### src/rtl/pic_alu_datapath.sv
// Single-cycle PIC-style ALU datapath: instruction decode, file/literal operand
// mux, 8-bit ALU and a registered DATA_W+1-bit result with zero flag.
module pic_alu_datapath #(
  parameter int DATA_W = 8
) (
  input  logic              clk,
  input  logic              reset,
  input  logic [7:0]        inst_reg,
  input  logic [DATA_W-1:0] f,
  input  logic [DATA_W-1:0] k,
  input  logic [DATA_W-1:0] w,
  output logic [3:0]        inst,
  output logic              d,
  output logic              switch_a_m,
  output logic [DATA_W-1:0] b,
  output logic [DATA_W:0]   ans,
  output logic              z
);

  localparam int RW   = DATA_W + 1;
  localparam int HALF = DATA_W / 2;

  typedef enum logic [3:0] {
    OP_NOP  = 4'b0000,
    OP_MOV  = 4'b0001,
    OP_ADD  = 4'b0010,
    OP_SUB  = 4'b0011,
    OP_AND  = 4'b0100,
    OP_IOR  = 4'b0101,
    OP_XOR  = 4'b0110,
    OP_COM  = 4'b0111,
    OP_INC  = 4'b1000,
    OP_DEC  = 4'b1001,
    OP_RL   = 4'b1010,
    OP_RR   = 4'b1011,
    OP_SWAP = 4'b1100,
    OP_CLR  = 4'b1101,
    OP_MOVW = 4'b1110,
    OP_SET  = 4'b1111
  } alu_op_e;

  alu_op_e           op;
  logic [DATA_W-1:0] a;
  logic [RW-1:0]     nx;

  // Any instruction outside the ALU group (top bits non-zero) degrades to NOP.
  always_comb begin
    d          = inst_reg[0];
    switch_a_m = inst_reg[5];
    if (inst_reg[7:6] != 2'b00) begin
      op = OP_NOP;
    end else begin
      op = alu_op_e'(inst_reg[4:1]);
    end
  end

  assign inst = op;
  assign a    = w;
  assign b    = switch_a_m ? k : f;

  // SUB is b - a done as b + ~a + 1, so nx[DATA_W] reads as not-borrow.
  always_comb begin
    nx = '0;
    case (op)
      OP_NOP:  nx = '0;
      OP_MOV:  nx = {1'b0, b};
      OP_ADD:  nx = {1'b0, a} + {1'b0, b};
      OP_SUB:  nx = {1'b0, b} + {1'b0, ~a} + RW'(1);
      OP_AND:  nx = {1'b0, a & b};
      OP_IOR:  nx = {1'b0, a | b};
      OP_XOR:  nx = {1'b0, a ^ b};
      OP_COM:  nx = {1'b0, ~b};
      OP_INC:  nx = {1'b0, b} + RW'(1);
      OP_DEC:  nx = {1'b0, b - DATA_W'(1)};
      OP_RL:   nx = {b, 1'b0};
      OP_RR:   nx = {b[0], 1'b0, b[DATA_W-1:1]};
      OP_SWAP: nx = {1'b0, b[HALF-1:0], b[DATA_W-1:HALF]};
      OP_CLR:  nx = '0;
      OP_MOVW: nx = {1'b0, a};
      OP_SET:  nx = {1'b0, {DATA_W{1'b1}}};
      default: nx = '0;
    endcase
  end

  always_ff @(posedge clk) begin
    if (!reset) begin
      ans <= '0;
      z   <= 1'b0;
    end else if (op != OP_NOP) begin
      ans <= nx;
      z   <= (nx[DATA_W-1:0] == '0);
    end
  end

endmodule

### config.mk
export PLATFORM = sky130hd
export DESIGN_NAME = pic_alu_datapath
export DESIGN_NICKNAME = d
export VERILOG_FILES = /design/src/rtl/pic_alu_datapath.sv
export SDC_FILE = /design/constraint.sdc
export NUM_CORES = 1
export LEC_CHECK = 0
export BUFFER_PORTS_ARGS = -buffer_cell sky130_fd_sc_hd__buf_2
export CAP_MARGIN = 20
export CORE_ASPECT_RATIO = 0.7
export CORE_MARGIN = 5
export CORE_UTILIZATION = 42
export DETAILED_ROUTE_END_ITERATION = 6
export PLACE_DENSITY = 0.8
export SYNTH_ARGS = -nofsm -noshare
export SYNTH_HDL_FRONTEND = slang
export SYNTH_SLANG_ARGS = --single-unit
### constraint.sdc
create_clock -name clk -period 3 [get_ports clk]
set_clock_uncertainty 0.1 [all_clocks]
set_input_delay 0.15 -clock clk [delete_from_list [all_inputs] [get_ports clk]]
set_output_delay 0.15 -clock clk [all_outputs]
set_load 0.02 [all_outputs]
==> qor.yml, run 1 <==
outcome:
  status: "finished, violations left"
  violations: "negative setup slack"
placed_design:
  dpl-instance-area_um2: 3120
  dpl_worst_slack_ns: -0.394
  portBuffers: 55
  hpwlAfterDp_um: 7610
  numPlacedInstances: 480
  gp_congestion: 1.07
final_layout:
  layout-drive-gt1-share: 0.405
  fin_cells: 487
  final_nets: 489
  final_cell_mix: "buf_4 (60), buf_2 (55), ha_1 (36)"
  n_antenna_cell: 0
  layout_commonest_cell: "buf_4"
  syn_to_final_growth_pct: 38.1
  fin_area_um2: 3280
  utilization: 0.611
  n_fill_cell: 481
power:
  power.leakage_nw: 1.56
  power_density_nw_per_um2: 265
  vdd_drop_max_uv: 109
logic_synthesis:
  synth_top_area_share: 0.195
  synth_edf_count: 0
  ys_warn_count: 0
  async_flop_share: 0
  synth_mux_area_frac: 0.0569
  synth_top_family_by_area: "compound AO/OA/AOI/OAI gates"
  netlist.top_cell.by_area: "ha_1"
  ys_seq_area_frac: 0.0843
  ys_dominant_reg_cell: "dfxtp_1"
  synth-compound-area-share: 0.281
  synth_simple_gate_area_frac: 0.246
  synth_fa_ha_area_frac: 0.212
  synth_cells: 306
  syn_nets: 379
  synthesis.area_per_instance_um2: 7.76
  synth_xor_area_frac: 0.0479
  netlist_top_cells_area: "ha_1 (19%), dfxtp_1 (8.4%), a21oi_1 (4.2%)"
  ys_ff_latch: 10
  synth_cell_types: 73
  syn_area_um2: 2380
min_path:
  hold_class: "input port to flip-flop"
global_routing:
  grt_pass1_vias: 2742
  antenna_found_initial: 0
  grt_use_total: 0.251
  grt_pass1_wl_um: 14400
  grt_max_degree: 14
  grt_overflow: 0
worst_setup_path:
  end_kind: "flip-flop"
  worstPathCellList: "buf_2 > or4b_4 > nor2_4 > nor2_1 > ha_1 > and2b_2 > o21ai_1 > or3b_4 > a32oi_4 > a31oi_2 > a311oi_2 > nand4_1 > o31ai_2"
  crit_fanout: 4
  critPathBufInv: 1
  cpMaxStageDelayCell: "or4b_4"
  startpoint_type: "input port"
  arrival_ns: 3.10
  crit_family: "simple AND/OR/NAND/NOR gates"
  cp.required_ns: 3.06
  slowest_delay_ns: 0.57
  critPathKind: "input port to flip-flop"
sta:
  relSlewSlack: 0.604
  maxSlewViolCount: 0
  period_share: 1.01
  setup_viol: 1
  timing.final.crit_period_ns: 3.04
  setup_ws_ns: -0.0429
  rsz0062_at_grt: "true"
  worstMarginPinSlew_ns: 0.591
  hold_violations: 0
  fmax_mhz: 329
clock_tree:
  htreeDepth: 1
  cts-root-buf: "clkbuf_8"
  clkSinkCount: 10
  cts_buffer_depth: 2
  cts_tree: "yes"
  clkTransAtPathRegs_ns: 0.05
  hold_buffers: 0
  clock_latency_ns: 0.24
  cts_inserted_buffers: 3
job:
  maxCapViolCount: 0
route:
  viasPerCell: 6.17
  drt_iter0_markers: 346
  ant_nets: 0
  finalWirelength_um: 9330
  drc: 0
  via_count: 3006
  post_drt_wl_per_cell_um: 19.2
  first_pass_iters: 5
die:
  die_x_um: 99.9
  rows: 22
  die_area_um2: 7290
  die_h_um: 72.9
  start_util: 0.443
  io_pins: 58
  core_region_area_um2: 5370
-- synthesized netlist by cell type (5+ instances only) --
cell      count
xnor2_1       7
a221oi_1      6
nor2_1       24
nand2_1      19
xor2_1        6
nand2b_1      5
mux2i_2       5
dfxtp_1      10
o22ai_1      13
ha_1         37
nand3_1       7
inv_1        22
a21oi_1      20
nor3_1        8
o21ai_0      14
a22oi_1      11
-- timing repair --
action,in CTS,in global routing
setup buffers,4,0
gates resized for setup,14,6
pin swaps,13,2
setup endpoints to repair,2,5
-- area by class of cell --
class	count	area, um^2	share of cell area
inverters	25	93.8	0.0286
clock buffers	4	55.1	0.0168
repair buffers	115	726	0.221
well taps	72	90.1	0.0274
flip-flops and latches	10	200	0.0610
multi-input cells	261	2120	0.645
-- sequential cells by signal, summed over array words and instances (netlist names) --
signal	count
ans	9
z	1
-- metal layers --
layer	up-vias	track usage	routed length (um)
met5	-	0	0
met4	0	0.0530	164
met3	30	0.0611	1300
met2	223	0.362	3730
met1	1385	0.373	4140
li1	1368	-	-
-- power breakdown --
part           internal, W  total (W)  switching (W)
clock network     0.000115   0.000168      0.0000527
registers         0.000143   0.000148     0.00000486
logic             0.000242   0.000552       0.000311
total             0.000500   0.000869       0.000368
-- worst paths after layout --
path | startpoint | endpoint | slack (ns) | cells past startpoint
setup / recovery | inst_reg[6] | z | -0.04 | 13
hold / removal | reset | ans[7] | 0.07 | 2
setup reg to reg | ans[8] | ans[8] | 2.07 | 2
hold reg to reg | ans[6] | ans[6] | 0.36 | 2
-- per-stage QoR --
stage	setup TNS [ns]	power, W	hold slack, ns
global placement	-0.703	0.000648	0.200
finish	-0.0429	0.000869	0.0668
CTS	-0.00222	0.000854	0.0654
detailed placement	-1.16	0.000662	0.200
floorplan	-0.0327	0.000462	0.167
global route	-0.350	0.000927	0.0785
-- worst register-to-register path: stages, from the launching register on --
cell	delay, ns
dfxtp_1	0.31
a222oi_1	0.27
a31oi_1	0.12
-- kinds of logic (layout without fill, tap and decap cells) --
logic type / Yosys count / in the layout
AOI/OAI and AO/OA: 96 / 96
xor gates and xnor gates: 13 / 13
adders and majority gates: 39 / 39
buffers and inverters: 35 / 144
DFF: 10 / 10
muxes: 11 / 11
and+or+nand+nor: 102 / 102
Note: power is estimated with default switching activity, not from simulation.
==> run 2: changes to the inputs <==
PLACE_DENSITY = 0.77   (was 0.8)
clock period = 3.7 ns   (was 3 ns; I/O delays follow)
==> qor.yml, run 2 (synthesis results as in run 1) <==
final_layout:
  fin_cells: 443  # was 487
  n_fill_cell: 540  # was 481
  fin_area_um2: 2840  # was 3280 um^2
  syn_to_final_growth_pct: 19.5  # was 38.1%
  utilization: 0.529  # was 0.611
  top_register: "ans"  # unchanged
  largest_register_ffs: 9  # unchanged
  reg_top3: "ans x9, z x1"  # unchanged
  final_cell_mix: "buf_2 (55), ha_1 (37), nor2_1 (24)"  # was buf_4 (60), buf_2 (55), ha_1 (36)
  n_antenna_cell: 0  # unchanged
  layout_commonest_cell: "buf_2"  # was buf_4
  layout-drive-gt1-share: 0.288  # was 0.405
  final_nets: 445  # was 489
route:
  viasPerCell: 6.10  # was 6.17
  drt_iter0_markers: 328  # was 346
  via_count: 2702  # was 3006
  finalWirelength_um: 8810  # was 9330 um
  post_drt_wl_per_cell_um: 19.9  # was 19.2 um
  first_pass_iters: 6  # was 5
  drc: 0  # unchanged
  ant_nets: 0  # unchanged
sta:
  finalSetupTns_ns: 0  # was -0.0429 ns
  worstMarginPinSlew_ns: 0.648  # was 0.591 ns
  whs_ns: 0.101  # was 0.0668 ns
  maxSlewViolCount: 0  # unchanged
  timing.final.crit_period_ns: 3.34
  hold_violations: 0  # unchanged
  relSlewSlack: 0.566  # was 0.604
  rsz0062_at_grt: "false"  # was true
  setup_viol: 0  # was 1
  period_share: 0.902
  fmax_mhz: 299
global_routing:
  grt_use_total: 0.244  # was 0.251
  grt_pass1_vias: 2509  # was 2742
  grt_overflow: 0  # unchanged
  antenna_found_initial: 0  # unchanged
  grt_max_degree: 14  # unchanged
  grt_pass1_wl_um: 14000  # was 14400 um
clock_tree:
  cts-root-buf: "clkbuf_8"  # unchanged
  postCtsSetupRepairBufs: 0  # was 4
  cts_inserted_buffers: 3  # unchanged
  clock_latency_ns: 0.23  # was 0.24 ns
  ctsResizeCount: 0  # was 14
  clkTransAtPathRegs_ns: 0.05  # about the same
  cts_tree: "yes"  # unchanged
  htreeDepth: 1  # unchanged
  clkSinkCount: 10  # unchanged
  hold_buffers: 0  # unchanged
  cts_buffer_depth: 2  # unchanged
worst_setup_path:
  cp.required_ns: 3.75  # was 3.06 ns
  cpMostUsedCell: "nor2_1"
  worstReg2RegStart: "ans[8]"  # unchanged
  end_kind: "flip-flop"  # unchanged
  crit_fanout: 8  # was 4
  critPathBufInv: 1  # unchanged
  worstPathCellList: "buf_2 > nor2_1 > and2_2 > or2_2 > nor2_1 > nor2_1 > ha_1 > and2b_2 > o21ai_0 > or3b_2 > a32oi_1 > a31oi_1 > a311oi_2 > nand4_1 > o31ai_2"  # was buf_2 > or4b_4 > nor2_4 > nor2_1 > ha_1 > and2b_2 > o21ai_1 > or3b_4 > a32oi_4 > a31oi_2 > a311oi_2 > nand4_1 > o31ai_2
  slowest_delay_ns: 0.45  # was 0.57 ns
  arrival_ns: 3.39  # was 3.10 ns
  startpoint_type: "input port"  # unchanged
  critPathKind: "input port to flip-flop"  # unchanged
  cpMaxStageDelayCell: "or3b_2"  # was or4b_4
  crit_path_start: "inst_reg[7]"  # was inst_reg[6]
  crit_family: "simple AND/OR/NAND/NOR gates"  # unchanged
die:
  start_util: 0.443  # unchanged
  die_x_um: 99.9  # unchanged
  die_area_um2: 7290  # unchanged
  die_h_um: 72.9  # unchanged
  io_pins: 58  # unchanged
  core_region_area_um2: 5370  # unchanged
  rows: 22  # unchanged
outcome:
  status: "finished clean"  # was finished, violations left
min_path:
  hold_start: "reset"  # unchanged
  hold_class: "input port to flip-flop"  # unchanged
placed_design:
  portBuffers: 55  # unchanged
  hpwlAfterDp_um: 7320  # was 7610 um
  dpl-instance-area_um2: 2780  # was 3120 um^2
  numPlacedInstances: 439  # was 480
  gp_congestion: 1.07  # about the same
power:
  power_density_nw_per_um2: 223  # was 265 nW/um^2
  power.leakage_nw: 1.34  # was 1.56 nW
  vdd_drop_max_uv: 81.7  # was 109 uV
job:
  maxCapViolCount: 0  # unchanged
run 2: cell count changes in the layout (fill, tap and decap cells not counted), moves of 2 or more:
cell / change
buf_4: -44
o21ai_0: +5
o21ai_1: -3
a31oi_1: +2
a31oi_2: -2
nor2_1: +2
nor2_4: -2
o21ai_2: -2
o22ai_1: +2
o22ai_2: -2
run 2: metal layers:
layer	up-vias	wire [um]	track usage
met5	-	0	0
met1	1221	4130	0.360
met3	25	1210	0.0802
met2	178	3290	0.336
li1	1278	-	-
met4	0	187	0.0561
run 2: report_power, final:
group | internal (W) | leakage, nW | switching [W]
Clock | 0.0000936 | 0.0288 | 0.0000433
Combinational | 0.000146 | 1.23 | 0.000230
Sequential | 0.000116 | 0.0815 | 0.00000363
Total | 0.000356 | 1.34 | 0.000277
run 2: final cells by class:
class,instances,area (um^2),area share
multi-input combinational,261,2000,0.706
clock buffer,4,55.1,0.0194
sequential,10,200,0.0705
tap,72,90.1,0.0317
timing repair buffer,71,395,0.139
inverter,25,93.8,0.0331
run 2: stage by stage:
step                      total power, W  worst slack [ns]
final                           0.000633             0.361
after detailed placement        0.000489             0.150
after CTS                       0.000626             0.380
after global placement          0.000484             0.248
after floorplan                 0.000370             0.354
after global routing            0.000671             0.168
run 2: final timing paths:
check / endpoint / slack [ns] / depth (start not counted)
setup / recovery: z / 0.36 / 15
hold / removal: ans[7] / 0.10 / 2
setup reg to reg: ans[8] / 2.69 / 2
hold reg to reg: ans[4] / 0.35 / 2
